## config.mk

```make
export PLATFORM = sky130hd
export DESIGN_NAME = redmule_x_feeder
export DESIGN_NICKNAME = d
export VERILOG_FILES = /design/src/rtl/redmule_x_feeder.sv
export SDC_FILE = /design/constraint.sdc
export NUM_CORES = 1
export LEC_CHECK = 0
export BUFFER_PORTS_ARGS = -buffer_cell sky130_fd_sc_hd__buf_2
export CAP_MARGIN = 20
export CORE_UTILIZATION = 24
export DETAILED_ROUTE_END_ITERATION = 10
export HOLD_SLACK_MARGIN = 0.02
export RECOVER_POWER = 50
export REMOVE_ABC_BUFFERS = 1
export SLEW_MARGIN = 40
export SYNTH_ARGS = -nofsm -noshare
export SYNTH_HDL_FRONTEND = slang
export SYNTH_SLANG_ARGS = --single-unit
export TNS_END_PERCENT = 100
```

## constraint.sdc

```tcl
create_clock -name clk_i -period 6.9 [get_ports clk_i]
set_input_delay 1.38 -clock clk_i [delete_from_list [all_inputs] [get_ports clk_i]]
set_output_delay 1.38 -clock clk_i [all_outputs]
set_load 0.1 [all_outputs]
```

## src/rtl/redmule_x_feeder.sv

```systemverilog
// X operand feeder: accepts streamer rows, zero-masks elements beyond the row length and
// writes them into the X buffer pad one tile at a time, pacing tiles with full / pad-free handshakes.
module redmule_x_feeder #(
    parameter int unsigned DW    = 288,
    parameter int unsigned BITW  = 16,
    parameter int unsigned W     = 12,
    localparam int unsigned ELEMS = DW / BITW,
    localparam int unsigned RW    = $clog2(W + 1),
    localparam int unsigned EW    = $clog2(ELEMS + 1)
) (
    input  logic          clk_i,
    input  logic          rst_ni,
    input  logic          clear_i,
    input  logic          start_i,
    input  logic [RW-1:0] cfg_rows_i,
    input  logic [15:0]   cfg_tiles_i,
    input  logic [EW-1:0] cfg_elems_i,
    input  logic          stream_valid_i,
    output logic          stream_ready_o,
    input  logic [DW-1:0] stream_data_i,
    output logic          load_o,
    output logic [DW-1:0] wdata_o,
    input  logic          tile_full_i,
    output logic          rst_w_index_o,
    input  logic          pad_free_i,
    output logic          busy_o,
    output logic          done_o
);

    // Streamer handshake: a beat transfers on a cycle where stream_valid_i and
    // stream_ready_o are both high; ready depends on state only, never on valid.
    typedef enum logic [2:0] {
        IDLE      = 3'd0,
        LOAD      = 3'd1,
        WAIT_FULL = 3'd2,
        WAIT_FREE = 3'd3,
        DONE      = 3'd4
    } state_t;

    state_t        state_q, state_d;
    logic [RW-1:0] rows_q;
    logic [15:0]   tiles_q;
    logic [EW-1:0] elems_q;
    logic [RW-1:0] row_cnt_q;
    logic [15:0]   tile_cnt_q;
    logic          free_q;
    logic          load_q;
    logic [DW-1:0] wdata_q;
    logic          busy_q;
    logic          done_q;

    logic          accept;
    logic          last_row;
    logic          last_tile;
    logic          free_avail;
    logic [DW-1:0] masked;

    assign stream_ready_o = (state_q == LOAD);
    assign accept         = stream_valid_i & stream_ready_o;
    assign last_row       = (row_cnt_q == RW'(rows_q - 1'b1));
    assign last_tile      = (tile_cnt_q == (tiles_q - 16'd1));
    assign free_avail     = free_q | pad_free_i;

    // The ack is combinational so the buffer sees it in the very cycle it raised full.
    assign rst_w_index_o  = (state_q == WAIT_FULL) & tile_full_i;

    assign load_o  = load_q;
    assign wdata_o = wdata_q;
    assign busy_o  = busy_q;
    assign done_o  = done_q;

    always_comb begin
        masked = '0;
        for (int e = 0; e < int'(ELEMS); e++) begin
            if (e < int'(elems_q)) begin
                masked[e*BITW +: BITW] = stream_data_i[e*BITW +: BITW];
            end
        end
    end

    always_comb begin
        state_d = state_q;
        case (state_q)
            IDLE: begin
                if (start_i) begin
                    state_d = (cfg_tiles_i == 16'd0) ? DONE : LOAD;
                end
            end
            LOAD: begin
                if (accept && last_row) begin
                    state_d = WAIT_FULL;
                end
            end
            WAIT_FULL: begin
                if (tile_full_i) begin
                    state_d = last_tile ? DONE : WAIT_FREE;
                end
            end
            WAIT_FREE: begin
                if (free_avail) begin
                    state_d = LOAD;
                end
            end
            DONE: begin
                state_d = IDLE;
            end
            default: begin
                state_d = IDLE;
            end
        endcase
        if (clear_i) begin
            state_d = IDLE;
        end
    end

    always_ff @(posedge clk_i or negedge rst_ni) begin
        if (!rst_ni) begin
            state_q    <= IDLE;
            rows_q     <= '0;
            tiles_q    <= '0;
            elems_q    <= '0;
            row_cnt_q  <= '0;
            tile_cnt_q <= '0;
            free_q     <= 1'b0;
            load_q     <= 1'b0;
            wdata_q    <= '0;
            busy_q     <= 1'b0;
            done_q     <= 1'b0;
        end else if (clear_i) begin
            state_q    <= IDLE;
            rows_q     <= '0;
            tiles_q    <= '0;
            elems_q    <= '0;
            row_cnt_q  <= '0;
            tile_cnt_q <= '0;
            free_q     <= 1'b0;
            load_q     <= 1'b0;
            wdata_q    <= '0;
            busy_q     <= 1'b0;
            done_q     <= 1'b0;
        end else begin
            state_q <= state_d;
            busy_q  <= (state_d != IDLE);
            done_q  <= (state_q == DONE);
            load_q  <= accept;
            if (accept) begin
                wdata_q <= masked;
            end

            if (state_q == IDLE && start_i) begin
                rows_q     <= cfg_rows_i;
                tiles_q    <= cfg_tiles_i;
                elems_q    <= cfg_elems_i;
                row_cnt_q  <= '0;
                tile_cnt_q <= '0;
            end else if (accept) begin
                row_cnt_q <= last_row ? '0 : row_cnt_q + 1'b1;
            end

            if (state_q == WAIT_FULL && tile_full_i) begin
                tile_cnt_q <= tile_cnt_q + 16'd1;
            end

            // Pad-free credit: consuming it on the way back to LOAD beats a same-cycle pulse.
            if (state_q == IDLE) begin
                free_q <= 1'b0;
            end else if (state_q == WAIT_FREE && free_avail) begin
                free_q <= 1'b0;
            end else if (pad_free_i &&
                         (state_q == LOAD || state_q == WAIT_FULL || state_q == WAIT_FREE)) begin
                free_q <= 1'b1;
            end
        end
    end

endmodule

```

# After elaboration in Yosys (flattened, before gate mapping)
# Cells that the tools add are included.
[word_totals]
elab_cells = 106
ff_bits = 340
out_inout_bits = 293
in_bits = 320
[op_classes]
reduce_logical = 15
n_eq_ne = 6
muxes = 49
n_lt_le_gt_ge = 18
n_bitwise = 3
addsub = 4
[ops]
columns = ["op", "count"]
rows = [
  ["$mux 288", 2],
  ["$mux 16", 23],
  ["$lt 4x5->1 const A", 8],
  ["$mux 3", 8],
  ["$mux 4", 6],
  ["$lt 3x5->1 const A", 4],
  ["$add 16x1->16 const B", 1],
  ["$eq 16x16->1", 1],
  ["$logic_not 16->1", 1],
  ["$sub 16x1->16 const B", 1],
  ["$pmux 3 s4", 1],
  ["$lt 1x5->1 const A", 2],
  ["$lt 2x5->1 const A", 2],
  ["$lt 5x5->1 const A", 2],
  ["$mux 5", 2],
  ["$reduce_bool 3->1", 3],
  ["$mux 1", 7],
  ["$eq 3x2->1 const B", 2],
  ["$logic_and 1x1->1", 5],
  ["$add 4x1->4 const B", 1],
  ["$eq 4x4->1", 1],
  ["$reduce_bool 2->1", 2],
  ["$reduce_bool 4->1", 1],
  ["$sub 4x1->4 const B", 1],
  ["6 further kinds", 8],
]

# Depth between registers and ports, before layout
[depth]
ltp_word = 8
depth_mapped = 9
mapped_depth_nobuf = 8

# Worst setup path before layout
# Ideal clock, no wire load.
[synth_path]
kind = "in2out"
startpoint = "input port tile_full_i"
endpoint = "output port rst_w_index_o"
path_buffers = 0
path_slack_ns = 0.994
arrival_ns = 4.526
t_required_ns = 5.520
path_stages = 1
cell_sequence = "nor4bb_1"
[synth_between]
elab_chain_len = 1
[synth_rtl]
columns = ["element", "line", "text"]
rows = [
  ["start: declaration", "23", "input logic tile_full_i,"],
  ["$and 1x1->1", "65", "assign rst_w_index_o = (state_q == WAIT_FULL) & tile_full_i;"],
  ["end: declaration", "24", "output logic rst_w_index_o,"],
]
# No other way between the ends.

==> summary.txt <==
STA
  • Final hold violation count: 0
  • Number of pins exceeding their max-slew limit in the final report: 215
  • Ratio of final minimum period to clock period: 65.4%
  • Final total negative setup slack: 0 ns
  • Least-Margin Pin Slew: 3.22 ns
  • Smallest hold slack: 0.495 ns
  • Headroom to the max-slew limit: -115%
  • RSZ-0062 raised after global routing: false
  • Final critical path time including I/O delays and setup: 4.51 ns
  • Final setup fails: 0
  • Post-Route Skew: 0.0124 ns
  • Highest clock rate: 222 MHz

CTS
  • Clock insertion delay at the later pin of the skew report: 0.54 ns
  • Number of hold-repair buffers added at the cts stage: 0
  • Number of clock sinks: 340
  • Clock buffers created by TritonCTS: 40
  • Post-CTS setup buffer count: 0
  • CTS H-Tree Depth: 2
  • Maximum number of buffers from clock root to sink: 3
  • Clock tree from TritonCTS: yes
  • Clock input transition at the sequential cells of the worst setup and hold paths: 0.06 ns
  • Clock root buffer: sky130_fd_sc_hd__clkbuf_16
  • Number of cells upsized or downsized after cts: 0

Critical path
  • Cell chain of the critical path: buf_8, clkbuf_2
  • Largest fanout on the critical path: 129
  • Arrival time reported for the critical path endpoint: 4.43 ns
  • Crit path buf inv count: 2
  • Depth of the critical timing path with buffers and inverters included: 2
  • Slowest stage cell, crit path: sky130_fd_sc_hd__clkbuf_2
  • Type of the worst setup path: input pin to async pin
  • Peak per-stage delay on the critical path: 2.26 ns
  • Worst Setup Start Kind: input pin
  • Endpoint class of the critical path: async pin
  • Worst R2R Path Depth: 8
  • Family with the most delay on the worst path: buffers and inverters
  • Required time at the endpoint of the critical path: 6.82 ns

Routing
  • Via count of the routed design: 11200
  • Detail Route Antenna Nets: 0
  • Total routed wirelength: 45.1 mm
  • Wire length per cell: 19.2 µm
  • DRC marker count from the first detailed-route iteration: 523
  • Total iterations of the first detailed-routing run: 5
  • DR DRC count: 0
  • Avg Vias per Cell: 4.77

Power
  • Leakage power total: 9.70 nW
  • Power, Total: 4.80 mW
  • Power density normalized to cell area: 260 mW/mm²
  • IR drop worst, VDD: 0.179 mV

Synthesis
  • Async S/R FF share, synth: 100%
  • Cells after Synth: 1025
  • Mean area per synthesized cell: 12.9 µm²
  • Distinct cells, synth: 57
  • Primary flip-flop cell chosen by synthesis mapping: sky130_fd_sc_hd__dfrtp_1
  • Post-synthesis sequential area ratio: 64.5%
  • Register bit total from synthesis: 340
  • Warnings from Yosys: 0
  • Combined area of all synthesized cells: 0.0132 mm²
  • EDFF count, synth: 0

Hold path
  • Class of the tightest hold or removal check: register to register
  • Number of stages on the worst hold path: 1

Die
  • Floorplan die area: 0.0559 mm²
  • I/O pin cnt: 613
  • Initial core utilization: 24.4%
  • Vertical die dimension: 236 µm
  • Die Wd: 236 µm
  • Area of the core: 0.0540 mm²
  • Row count: 85

Finish
  • Fraction of final layout cells with drive strength greater than 1: 38.6%
  • Area of the multi-input gates: 0.00447 mm²
  • Post-layout net count: 1951
  • Filler-free cell count of the finished design: 2351
  • Final Core Density: 34.2%
  • Area occupied by registers: 0.00851 mm²
  • Signed area change from the synthesized netlist to the final layout: 39.9%
  • Filler cell count in the final layout: 5479

Job
  • Number of maximum-capacitance violations: 3

Global routing
  • GRT Overall Usage: 15.5%
  • GR Overflow Total: 0
  • Wire length of the first global-routing pass: 68.1 mm
  • Vias in the first global route: 11200
  • Largest net degree at the start of global routing: 186
  • Initial antenna violation count: 7

Place
  • Number of placed instances, taps included: 2279
  • Post-detailed-placement half-perimeter wirelength: 32.4 mm
  • Count of buffers inserted at the top-level ports: 612
  • RePlAce Congestion: 0.831

Run status
  • Failing checks: max-capacitance violations, max-slew violations
  • Outcome: finished with violations
[cell usage after synthesis (2+ instances only)]
library cell                number  share of area, %
sky130_fd_sc_hd__nor3_1         12              0.46
sky130_fd_sc_hd__o21ai_0        27               1.0
sky130_fd_sc_hd__nor2b_1         2             0.095
sky130_fd_sc_hd__a311oi_1        2              0.13
sky130_fd_sc_hd__a31oi_1         4              0.19
sky130_fd_sc_hd__inv_1          10              0.28
sky130_fd_sc_hd__or4_1           4              0.23
sky130_fd_sc_hd__nand3b_1        3              0.17
sky130_fd_sc_hd__dfrtp_1       340                64
sky130_fd_sc_hd__nand3_1        12              0.46
sky130_fd_sc_hd__nor4_1         12              0.57
sky130_fd_sc_hd__clkbuf_1       63               1.8
sky130_fd_sc_hd__xnor2_1        10              0.66
sky130_fd_sc_hd__nand2b_1        8              0.38
sky130_fd_sc_hd__or3_1           2             0.095
sky130_fd_sc_hd__and2_1          4              0.19
sky130_fd_sc_hd__o2bb2ai_1       2              0.13
sky130_fd_sc_hd__a211oi_1        3              0.17
sky130_fd_sc_hd__xor2_1         14              0.93
sky130_fd_sc_hd__buf_1           4              0.11
sky130_fd_sc_hd__nand4_1         4              0.19
sky130_fd_sc_hd__and4_1          2              0.13
sky130_fd_sc_hd__buf_2           5              0.19
sky130_fd_sc_hd__o31ai_1         5              0.28
sky130_fd_sc_hd__a22o_1        292                19
sky130_fd_sc_hd__a21o_1          2              0.11
sky130_fd_sc_hd__nor2_1         27              0.77
sky130_fd_sc_hd__nand2_1        77               2.2
sky130_fd_sc_hd__a21oi_1        36               1.4
sky130_fd_sc_hd__o211ai_1        2              0.11
sky130_fd_sc_hd__nor4b_1         2              0.13
sky130_fd_sc_hd__and3_1          5              0.24
sky130_fd_sc_hd__ha_1            4              0.38
[stage by stage]
step	setup WS, ns	cell area (µm²)
2_1_floorplan	-5.97	12900
3_3_place_gp	2.33	17100
3_5_place_dp	2.89	17100
4_1_cts	2.96	18500
5_1_grt	1.63	18500
6_report	2.39	18500
[logic make-up after synthesis]
group	share of synthesized area [%]
AOI/OAI and AO/OA	23.8
DFF	64.5
and+or+nand+nor	6.97
buffers and inverters	2.47
xor gates and xnor gates	1.76
adders and majority gates	0.379
muxes	0.161
[layout by cell type (no fill, tap or decap), types with 3 or more instances in the layout]
cell type | Yosys | layout
sky130_fd_sc_hd__buf_2 | 5 | 534
sky130_fd_sc_hd__dfrtp_1 | 340 | 340
sky130_fd_sc_hd__a22o_1 | 292 | 292
sky130_fd_sc_hd__clkbuf_1 | 63 | 83
sky130_fd_sc_hd__nand2_1 | 77 | 77
sky130_fd_sc_hd__clkbuf_16 | 0 | 42
sky130_fd_sc_hd__a21oi_1 | 36 | 32
sky130_fd_sc_hd__o21ai_0 | 27 | 27
sky130_fd_sc_hd__nor2_1 | 27 | 26
sky130_fd_sc_hd__xor2_1 | 14 | 14
sky130_fd_sc_hd__buf_4 | 0 | 13
sky130_fd_sc_hd__nand3_1 | 12 | 12
sky130_fd_sc_hd__nor4_1 | 12 | 12
sky130_fd_sc_hd__inv_1 | 10 | 10
sky130_fd_sc_hd__xnor2_1 | 10 | 10
sky130_fd_sc_hd__clkbuf_8 | 0 | 10
sky130_fd_sc_hd__nand2b_1 | 8 | 8
sky130_fd_sc_hd__nor3_1 | 12 | 8
sky130_fd_sc_hd__bufinv_16 | 0 | 6
sky130_fd_sc_hd__o31ai_1 | 5 | 5
sky130_fd_sc_hd__and3_1 | 5 | 5
sky130_fd_sc_hd__clkinv_2 | 0 | 5
sky130_fd_sc_hd__diode_2 | 0 | 4
sky130_fd_sc_hd__or4_1 | 4 | 4
sky130_fd_sc_hd__a31oi_1 | 4 | 4
sky130_fd_sc_hd__nand4_1 | 4 | 4
sky130_fd_sc_hd__ha_1 | 4 | 4
sky130_fd_sc_hd__and2_1 | 4 | 3
sky130_fd_sc_hd__nand3b_1 | 3 | 3
sky130_fd_sc_hd__a21oi_4 | 0 | 3
sky130_fd_sc_hd__nor3_4 | 0 | 3
[registers in the layout, summed over array words and instances, names as in the netlist]
signal      count
row_cnt_q       4
rows_q          4
busy_o          1
free_q          1
elems_q         5
load_o          1
tile_cnt_q     16
state_q         3
wdata_o       288
done_o          1
tiles_q        16
[final cells by class]
type	instances	share of cell area (%)
sequential	340	46.1
multi-input combinational	602	24.2
timing repair buffer	633	17.2
clock buffer	55	6.38
tap	696	4.72
clock inverter	11	1.11
inverter	10	0.203
antenna	4	0.0542
[path summary, 6_finish.rpt]
check	start	to	slack, ns
max	rst_ni	tiles_q[6]	2.39
min	wdata_o[94]	wdata_o[94]	0.49
max reg2reg	tiles_q[1]	state_q[0]	4.04
min reg2reg	wdata_o[94]	wdata_o[94]	0.49
max in group clk_i	tile_full_i	rst_w_index_o	2.96
min in group asynchronous	rst_ni	wdata_o[112]	0.83
[report_power, final]
part	internal (mW)	leakage, nW	switching [mW]
clock	1.41	0.686	0.825
combinational	0.143	4.29	0.371
sequential	2.03	4.72	0.0318
total	3.58	9.70	1.23
[per-layer routing]
layer  vias to the layer above  track usage [%]  part of all wire [%]
li1                       5088                -                     -
met1                      5628             20.2                    42
met2                       424             25.1                    48
met3                        74             3.81                   6.8
met4                         8             5.61                   2.8
met5                         -                0                  0.12
(Power assumes the default switching activity.)
